==> config.mk <==
export PLATFORM = sky130hd
export DESIGN_NAME = bnn_inference_sequencer
export DESIGN_NICKNAME = d
export VERILOG_FILES = /design/src/rtl/bnn_inference_sequencer.sv
export SDC_FILE = /design/constraint.sdc
export NUM_CORES = 1
export LEC_CHECK = 0
export CORE_MARGIN = 1.5
export CORE_UTILIZATION = 40
export DETAILED_ROUTE_END_ITERATION = 10
export SYNTH_ARGS = -nofsm -noshare
export SYNTH_HDL_FRONTEND = slang
export SYNTH_SLANG_ARGS = --single-unit
==> constraint.sdc <==
create_clock -name clk -period 2.7 [get_ports clk]
set_input_delay 0.54 -clock clk [delete_from_list [all_inputs] [get_ports clk]]
set_output_delay 0.54 -clock clk [all_outputs]
set_load 0.02 [all_outputs]
==> src/rtl/bnn_inference_sequencer.sv <==
// Stage scheduler for the BNN datapath: LOAD -> L1 -> L2 -> L3 -> DONE.
// Drives the shared state bus, a per-stage watchdog and latches the final class.
module bnn_inference_sequencer #(
    parameter int          TIMEOUT_W     = 16,
    parameter int unsigned STAGE_TIMEOUT = 16'hFFFF
) (
    input  logic                 clk,
    input  logic                 rst_n,
    input  logic                 mode,
    input  logic                 abort,
    input  logic                 load_done,
    input  logic                 layer1_done,
    input  logic                 layer2_done,
    input  logic                 layer3_done,
    input  logic [3:0]           answer_in,
    output logic [2:0]           state,
    output logic                 stage_start,
    output logic                 busy,
    output logic [3:0]           answer,
    output logic                 answer_valid,
    output logic                 error,
    output logic [2:0]           err_stage,
    output logic [TIMEOUT_W-1:0] cycle_count
);

    typedef enum logic [2:0] {
        S_IDLE = 3'd0,
        S_LOAD = 3'd1,
        S_L1   = 3'd2,
        S_L2   = 3'd3,
        S_L3   = 3'd4,
        S_DONE = 3'd5,
        S_ERR  = 3'd6
    } state_t;

    localparam logic [TIMEOUT_W-1:0] WD_LAST = TIMEOUT_W'(STAGE_TIMEOUT - 1);

    state_t               cur;
    logic                 prev_mode;
    logic                 start;
    logic                 stage_done;
    logic [TIMEOUT_W-1:0] wd;
    logic [TIMEOUT_W-1:0] cnt;

    assign state = cur;
    assign start = mode & ~prev_mode;

    // Only the done line belonging to the current stage is honoured.
    always_comb begin
        stage_done = 1'b0;
        case (cur)
            S_LOAD:  stage_done = load_done;
            S_L1:    stage_done = layer1_done;
            S_L2:    stage_done = layer2_done;
            S_L3:    stage_done = layer3_done;
            default: stage_done = 1'b0;
        endcase
    end

    always_ff @(posedge clk or negedge rst_n) begin
        if (!rst_n) begin
            cur          <= S_IDLE;
            prev_mode    <= 1'b0;
            stage_start  <= 1'b0;
            busy         <= 1'b0;
            answer       <= '0;
            answer_valid <= 1'b0;
            error        <= 1'b0;
            err_stage    <= '0;
            cycle_count  <= '0;
            wd           <= '0;
            cnt          <= '0;
        end else begin
            prev_mode   <= mode;
            stage_start <= 1'b0;
            if (abort) begin
                cur          <= S_IDLE;
                busy         <= 1'b0;
                error        <= 1'b0;
                err_stage    <= '0;
                answer_valid <= 1'b0;
                answer       <= '0;
                wd           <= '0;
            end else begin
                case (cur)
                    S_IDLE: begin
                        if (start) begin
                            cur          <= S_LOAD;
                            busy         <= 1'b1;
                            stage_start  <= 1'b1;
                            answer_valid <= 1'b0;
                            cnt          <= TIMEOUT_W'(1);
                            wd           <= '0;
                        end
                    end
                    S_LOAD, S_L1, S_L2, S_L3: begin
                        if (cnt != '1)
                            cnt <= cnt + 1'b1;
                        // done beats a coincident watchdog expiry
                        if (stage_done) begin
                            wd <= '0;
                            if (cur == S_L3) begin
                                cur          <= S_DONE;
                                busy         <= 1'b0;
                                answer       <= answer_in;
                                answer_valid <= 1'b1;
                                cycle_count  <= cnt;
                            end else begin
                                cur         <= state_t'(cur + 3'd1);
                                stage_start <= 1'b1;
                            end
                        end else if (wd == WD_LAST) begin
                            cur       <= S_ERR;
                            busy      <= 1'b0;
                            error     <= 1'b1;
                            err_stage <= cur;
                        end else begin
                            wd <= wd + 1'b1;
                        end
                    end
                    S_DONE:  cur <= S_IDLE;
                    S_ERR:   cur <= S_ERR;
                    default: begin
                        cur  <= S_IDLE;
                        busy <= 1'b0;
                    end
                endcase
            end
        end
    end

endmodule

==> results.toml, run 1 <==
[run_status]
status = "completed"

[sta]
maxSlewViolCount = 0
hold_ws_ns = 0.239
fin_crit_ns = 2.47
fmax_mhz = 406
rsz0062_at_grt = "no"
clock_skew_ns = 0.0107
finalSetupViolCount = 0
setup_tns_ns = 0
slew_headroom_pct = 52.2
timing.final.crit_share_pct = 91.3
final-hold-violation-count = 0
tightest_slew_ns = 0.717
setup_ws_ns = 0.234

[synthesis]
yosys.area_share.adder_pct = 2.79
synthesis.nets = 386
postSynthCellCount = 366
syn_area_sq_um = 3590
async_flop_share_pct = 100
synth_top_family_by_area = "compound AO/OA/AOI/OAI gates"
ys_ff_latch = 63
synth_simple_gate_area_share_pct = 20.0
avgSynthCellArea_sq_um = 9.80
synth-compound-area-share_pct = 21.4
synth_edf_count = 0
muxShareOfSynthArea_pct = 8.16
ys.flop_type = "dfrtp_1"
ys_types = 62
yosysSeqAreaShare_pct = 44.0
synth_xor_area_share_pct = 0
yosysWarnings = 0

[critical_path]
worst_path_max_delay_cell = "dfrtp_1"
reg2reg_depth = 7
start_kind = "register"
cp-end-kind = "register"
worstPathArrival_ns = 2.69
crit_path_cell_trace = "ha_1 > ha_1 > a21oi_1 > o21a_1 > o31ai_1 > o22ai_1 > mux2_1"
cp-startpoint = "state[0]"
path_class = "reg -> reg"
cp_max_fo = 7
r2r-start = "state[0]"
required_ns = 2.92
cp_common_cell = "ha_1"
critPathMaxStageDelay_ns = 0.46

[routing]
drcViolationCount = 0
dr.first_iter.drc_count = 201
wl_per_cell_microns = 16.3
wl_met1_mm = 4.13
dr_wl_met3_microns = 420
top_layer_used = "met4"
routed_via_density = 5.87
wl_mm = 8.80
drtPass1Iterations = 5
via_count = 3162
final_antenna_net_count = 0
wl_met2_mm = 4.12

[power_and_ir_drop]
power_frac_seq_pct = 34.2
power.clock.fraction_pct = 19.1
ir_drop_mv = 0.396
switchingPower_mw = 1.49
finalPower_mw = 3.66
power_frac_comb_pct = 46.7
intPower_mw = 2.17
p_sw_share_pct = 40.6
p_leak_nw = 1.80
power.density_nw_per_um2 = 829

[global_route]
overflow = 0
grt_pass1_vias = 3096
antenna_found_initial = 0
grt_max_degree = 31
grt_usage_pct = 19.8
grt_first_pass_wirelength_mm = 15.4

[clocking]
cts_made_buffers = 9
path_clk_slew_ns = 0.07
cts.path.max_buffers = 2
htreeDepth = 3
clock_sinks = 63
cts_post_setup_buffers_inserted = 0
tritoncts = "yes"
ctsRootBufferMaster = "clkbuf_8"
worstSkewPairLatency_ns = 0.35

[die]
ios = 42
die_w_microns = 97.7
die_h_microns = 97.7
rows = 34
start_util_pct = 41.1
core_sq_um = 8720
die-area_sq_um = 9540

[placed_design]
dp_worst_setup_slack_ns = 0.169
dp.cells = 523
dp_hpwl_mm = 6.32
portBuffers = 41
gp_congestion = 0.935
placed_cell_area_sq_um = 4250

[finish]
drive_gt1_share_pct = 16.2
multi_input_area_sq_um = 1880
utilization_pct = 50.6
num-fill-cells = 824
layout.cells.non_filler = 539
antenna_cells = 0
regArea_sq_um = 1580
design_area_sq_um = 4410
area_growth_pct = 23.0
layout.nets = 446

[worst_hold_path]
hp-class = "in -> async"

[flow_run]
drv_cap = 0
-- worst max-delay path: cells and delay by family (launching register included) --
| kind | cells | cell delay, ns |
|---|---|---|
| AO/OA/AOI/OAI | 4 | 1.00 |
| adder cells (fa/ha/maj) | 2 | 0.54 |
| flip-flops | 1 | 0.46 |
| multiplexers | 1 | 0.36 |
-- layer usage --
metal / vias to the layer above / GRT usage [%]
met4: 0 / 7.91
met3: 11 / 2.73
met1: 1519 / 29.1
li1: 1523 / -
met2: 109 / 29.3
met5: - / 0
-- cells in the mapped netlist (all sizes together), types with 3 or more instances --
library cell  instances  area share, %
nand2b                5           0.87
ha                    8            2.8
a21oi                20            2.8
mux2                 18            5.7
nor2                 22            2.3
a31oi                19            3.3
dfrtp                63             44
nor3                 14            2.5
mux2i                 9            2.5
o22ai                 3           0.70
nand4                 9            1.7
o21ai                20            2.8
o31ai                 8            2.1
clkbuf                5           0.52
nor2b                 3           0.52
or4                   4           0.84
o211ai                7            1.5
nor4                  4            1.0
inv                  13            1.4
a41oi                 6            1.5
nand2                30            3.1
and4                  6            1.5
nand3                21            2.9
buf                  10            1.9
or2                   5           0.87
-- area by class of cell --
cell class | instances | share of cell area, %
clock inverters | 4 | 0.511
multi-input cells | 275 | 42.6
flip-flops and latches | 63 | 35.7
repair buffers | 64 | 14.0
inverters | 13 | 1.11
clock buffers | 12 | 3.06
well taps | 108 | 3.06
-- cell families (layout without fill, tap and decap cells) --
logic type / Yosys count / after routing
AOI/OAI and AO/OA: 109 / 109
and+or+nand+nor: 131 / 131
muxes: 27 / 27
buffers and inverters: 28 / 93
DFF: 63 / 63
adders and majority gates: 8 / 8
-- state kept, by name (all words and copies together) (netlist names) --
| register | cells |
|---|---|
| answer_valid | 1 |
| cnt | 16 |
| stage_start | 1 |
| error | 1 |
| err_stage | 3 |
| cycle_count | 16 |
| answer | 4 |
| busy | 1 |
| prev_mode | 1 |
| wd | 16 |
| state | 3 |
-- final timing paths --
kind	slack, ns	endpoint
hold reg to reg	0.49	cycle_count[14]
max in group asynchronous	1.79	cnt[13]
setup / recovery	0.23	state[0]
setup reg to reg	0.23	state[0]
min in group clk	0.49	cycle_count[14]
hold / removal	0.24	wd[7]
-- cell usage in the layout, fill, tap and decap left out, types with 3 or more instances in the layout --
cell / Yosys / layout
nor2b_1: 3 / 3
nand3_1: 21 / 21
clkbuf_8: 0 / 9
buf_12: 0 / 3
or2_1: 3 / 3
clkdlybuf4s50_1: 0 / 40
clkbuf_1: 5 / 3
nand4_1: 8 / 8
a31oi_1: 19 / 19
nor3_1: 10 / 10
clkinv_2: 0 / 3
nand2b_1: 5 / 5
mux2i_1: 9 / 9
mux2_1: 4 / 4
o21ai_0: 16 / 16
a21oi_1: 20 / 20
dfrtp_1: 63 / 63
nand2_1: 30 / 30
nor3_2: 4 / 4
o211ai_1: 7 / 7
buf_4: 2 / 20
inv_1: 13 / 13
o31ai_1: 5 / 5
and4_1: 6 / 6
mux2_2: 14 / 14
o21ai_1: 4 / 4
or4_1: 4 / 4
a41oi_1: 6 / 6
nor2_1: 22 / 22
o31ai_2: 3 / 3
ha_1: 8 / 8
-- power groups by stage --
stage	Clock [mW]	Combinational, mW	Sequential (mW)
CTS	0.719	1.71	1.25
finish	0.699	1.71	1.25
global placement	0	1.69	1.26
floorplan	0	0.959	1.35
global route	0.754	1.88	1.28
detailed placement	0	1.70	1.27
-- what timing repair did --
| item | in CTS | in global routing |
|---|---|---|
| gates resized for setup | 0 | 1 |
| setup endpoints to repair | 0 | 1 |
| hold buffers | 0 | 0 |
Note: power is estimated with default switching activity, not from simulation.
==> run 2: changes to the inputs <==
Settings changed: CAP_MARGIN from default to 20, CORE_MARGIN 1.5 to 2.
==> results.toml, run 2 (synthesis gave the netlist of run 1 again) <==
[clocking]
cts_hold_buf = 0
path_clk_slew_ns = 0.07
cts_post_setup_buffers_inserted = 0
cts_resized = 0
cts.path.max_buffers = 2
ctsRootBufferMaster = "clkbuf_8"
htreeDepth = 3
worstSkewPairLatency_ns = 0.34
cts_made_buffers = 9
tritoncts = "yes"
clock_sinks = 63

[die]
die-area_sq_um = 9740
die_w_microns = 98.7
ios = 42
start_util_pct = 41.1
rows = 34
die_h_microns = 98.7
core_sq_um = 8720

[placed_design]
portBuffers = 41
gp_congestion = 0.882
dp_hpwl_mm = 6.26
dp_worst_setup_slack_ns = 0.175
placed_cell_area_sq_um = 4200

[routing]
final_antenna_net_count = 0
drcViolationCount = 0
wl_mm = 8.80
routed_via_density = 5.87
via_count = 3135
wl_per_cell_microns = 16.5
drtPass1Iterations = 5
dr.first_iter.drc_count = 164

[power_and_ir_drop]
switchingPower_mw = 1.48
power_frac_seq_pct = 33.5
power.clock.fraction_pct = 21.7
p_sw_share_pct = 39.6
p_leak_nw = 1.79
intPower_mw = 2.26
power.density_nw_per_um2 = 850
power_frac_comb_pct = 44.8
ir_drop_mv = 0.462

[sta]
clock_skew_ns = 0.00803
fin_crit_ns = 2.54
tightest_slew_ns = 0.632
setup_tns_ns = 0
finalSetupViolCount = 0
final-hold-violation-count = 0
rsz0062_at_grt = "no"
slew_headroom_pct = 57.5
setup_ws_ns = 0.157
fmax_mhz = 393
timing.final.crit_share_pct = 94.2
maxSlewViolCount = 0

[critical_path]
cp-end-kind = "register"
rrSetupSlack_ns = 0.16
required_ns = 2.92
start_kind = "register"
r2r-start = "state[0]"
reg2reg_depth = 7
worstPathArrival_ns = 2.76
path_class = "reg -> reg"
rr_endpoint = "cnt[9]"
cp_max_fo = 7

[global_route]
grt_max_degree = 42
antenna_found_initial = 0
overflow = 0
grt_pass1_vias = 2921
grt_usage_pct = 18.7
grt_first_pass_wirelength_mm = 14.8

[finish]
layout.nets = 441
reg_top3 = "cnt x16, cycle_count x16, wd x16"
area_growth_pct = 22.4
mostFrequentLayoutCells = "63 x dfrtp_1, 40 x clkdlybuf4s50_1, 30 x nand2_1, 22 x nor2_1, 21 x nand3_1"
design_area_sq_um = 4390
final_common_cell = "dfrtp_1"
drive_gt1_share_pct = 15.3
antenna_cells = 0

[run_status]
status = "completed"

[worst_hold_path]
hp-class = "in -> async"

[flow_run]
drv_cap = 0
==> run 2: cell count changes in the layout (fill, tap and decap cells not counted) <==
cell	before	now
buf_4	20	16
bufinv_16	0	1
clkbuf_8	9	10
clkinvlp_4	1	0
clkbuf_1	3	2
or3b_4	1	0
buf_12	3	2
or3b_1	0	1
==> run 2: critical path, cell delays in order (launching register included) <==
cell and delay, ns:
dfrtp_1 0.45, ha_1 0.24, ha_1 0.28, nor3b_2 0.41, or3b_1 0.36, nor3_2 0.09
o311a_1 0.33, a221o_1 0.26
==> run 2: metrics by stage <==
stage | cells | total power, mW | hold WS [ns] | util, %
2_1_floorplan | 366 | 2.31 | 0.244 | -
3_3_place_gp | 518 | 2.90 | 0.471 | 48.2
3_5_place_dp | 518 | 2.93 | 0.478 | 48.2
4_1_cts | 534 | 3.75 | 0.189 | 50.3
5_1_grt | 534 | 3.98 | 0.221 | 50.3
6_report | 534 | 3.73 | 0.180 | 50.3
==> run 2: power by group through the flow <==
stage                     logic, mW  clock network [mW]  registers [mW]
final                          1.67               0.808            1.25
after CTS                      1.67               0.834            1.25
after detailed placement       1.66                   0            1.27
after global placement         1.64                   0            1.26
after floorplan               0.959                   0            1.35
after global routing           1.82               0.874            1.28
==> run 2: how the worst max path moves through the flow <==
stage | startpoint | endpoint | slack [ns] | cells past startpoint
floorplan | state[2] | cnt[9] | 0.17 | 10
global placement | mode | cnt[6] | 0.25 | 6
detailed placement | state[0] | cnt[9] | 0.18 | 7
CTS | state[0] | cnt[9] | 0.17 | 7
global route | state[0] | wd[9] | 0.04 | 8
finish | state[0] | cnt[9] | 0.16 | 7
==> run 2: cell type report <==
type                       instances  area (sq um)
fill                             803          4330
timing repair buffer              59           566
tap                              108           135
sequential                        63          1580
multi-input combinational        275          1870
inverter                          13          48.8
clock buffer                      12           145
clock inverter                     4          45.0
==> run 2: metal layers <==
metal / part of all wire, % / vias up / GRT usage, %
met2: 46 / 80 / 28.3
li1: - / 1516 / -
met1: 49 / 1535 / 27.1
met5: 0 / - / 0
met3: 4.4 / 4 / 3.90
met4: 0.33 / 0 / 5.58
==> run 3: changes to the inputs <==
Settings changed: HOLD_SLACK_MARGIN from default to 0.08.
==> results of run 3 <==
Final layout, timing and power as in run 2 (identical DEF).
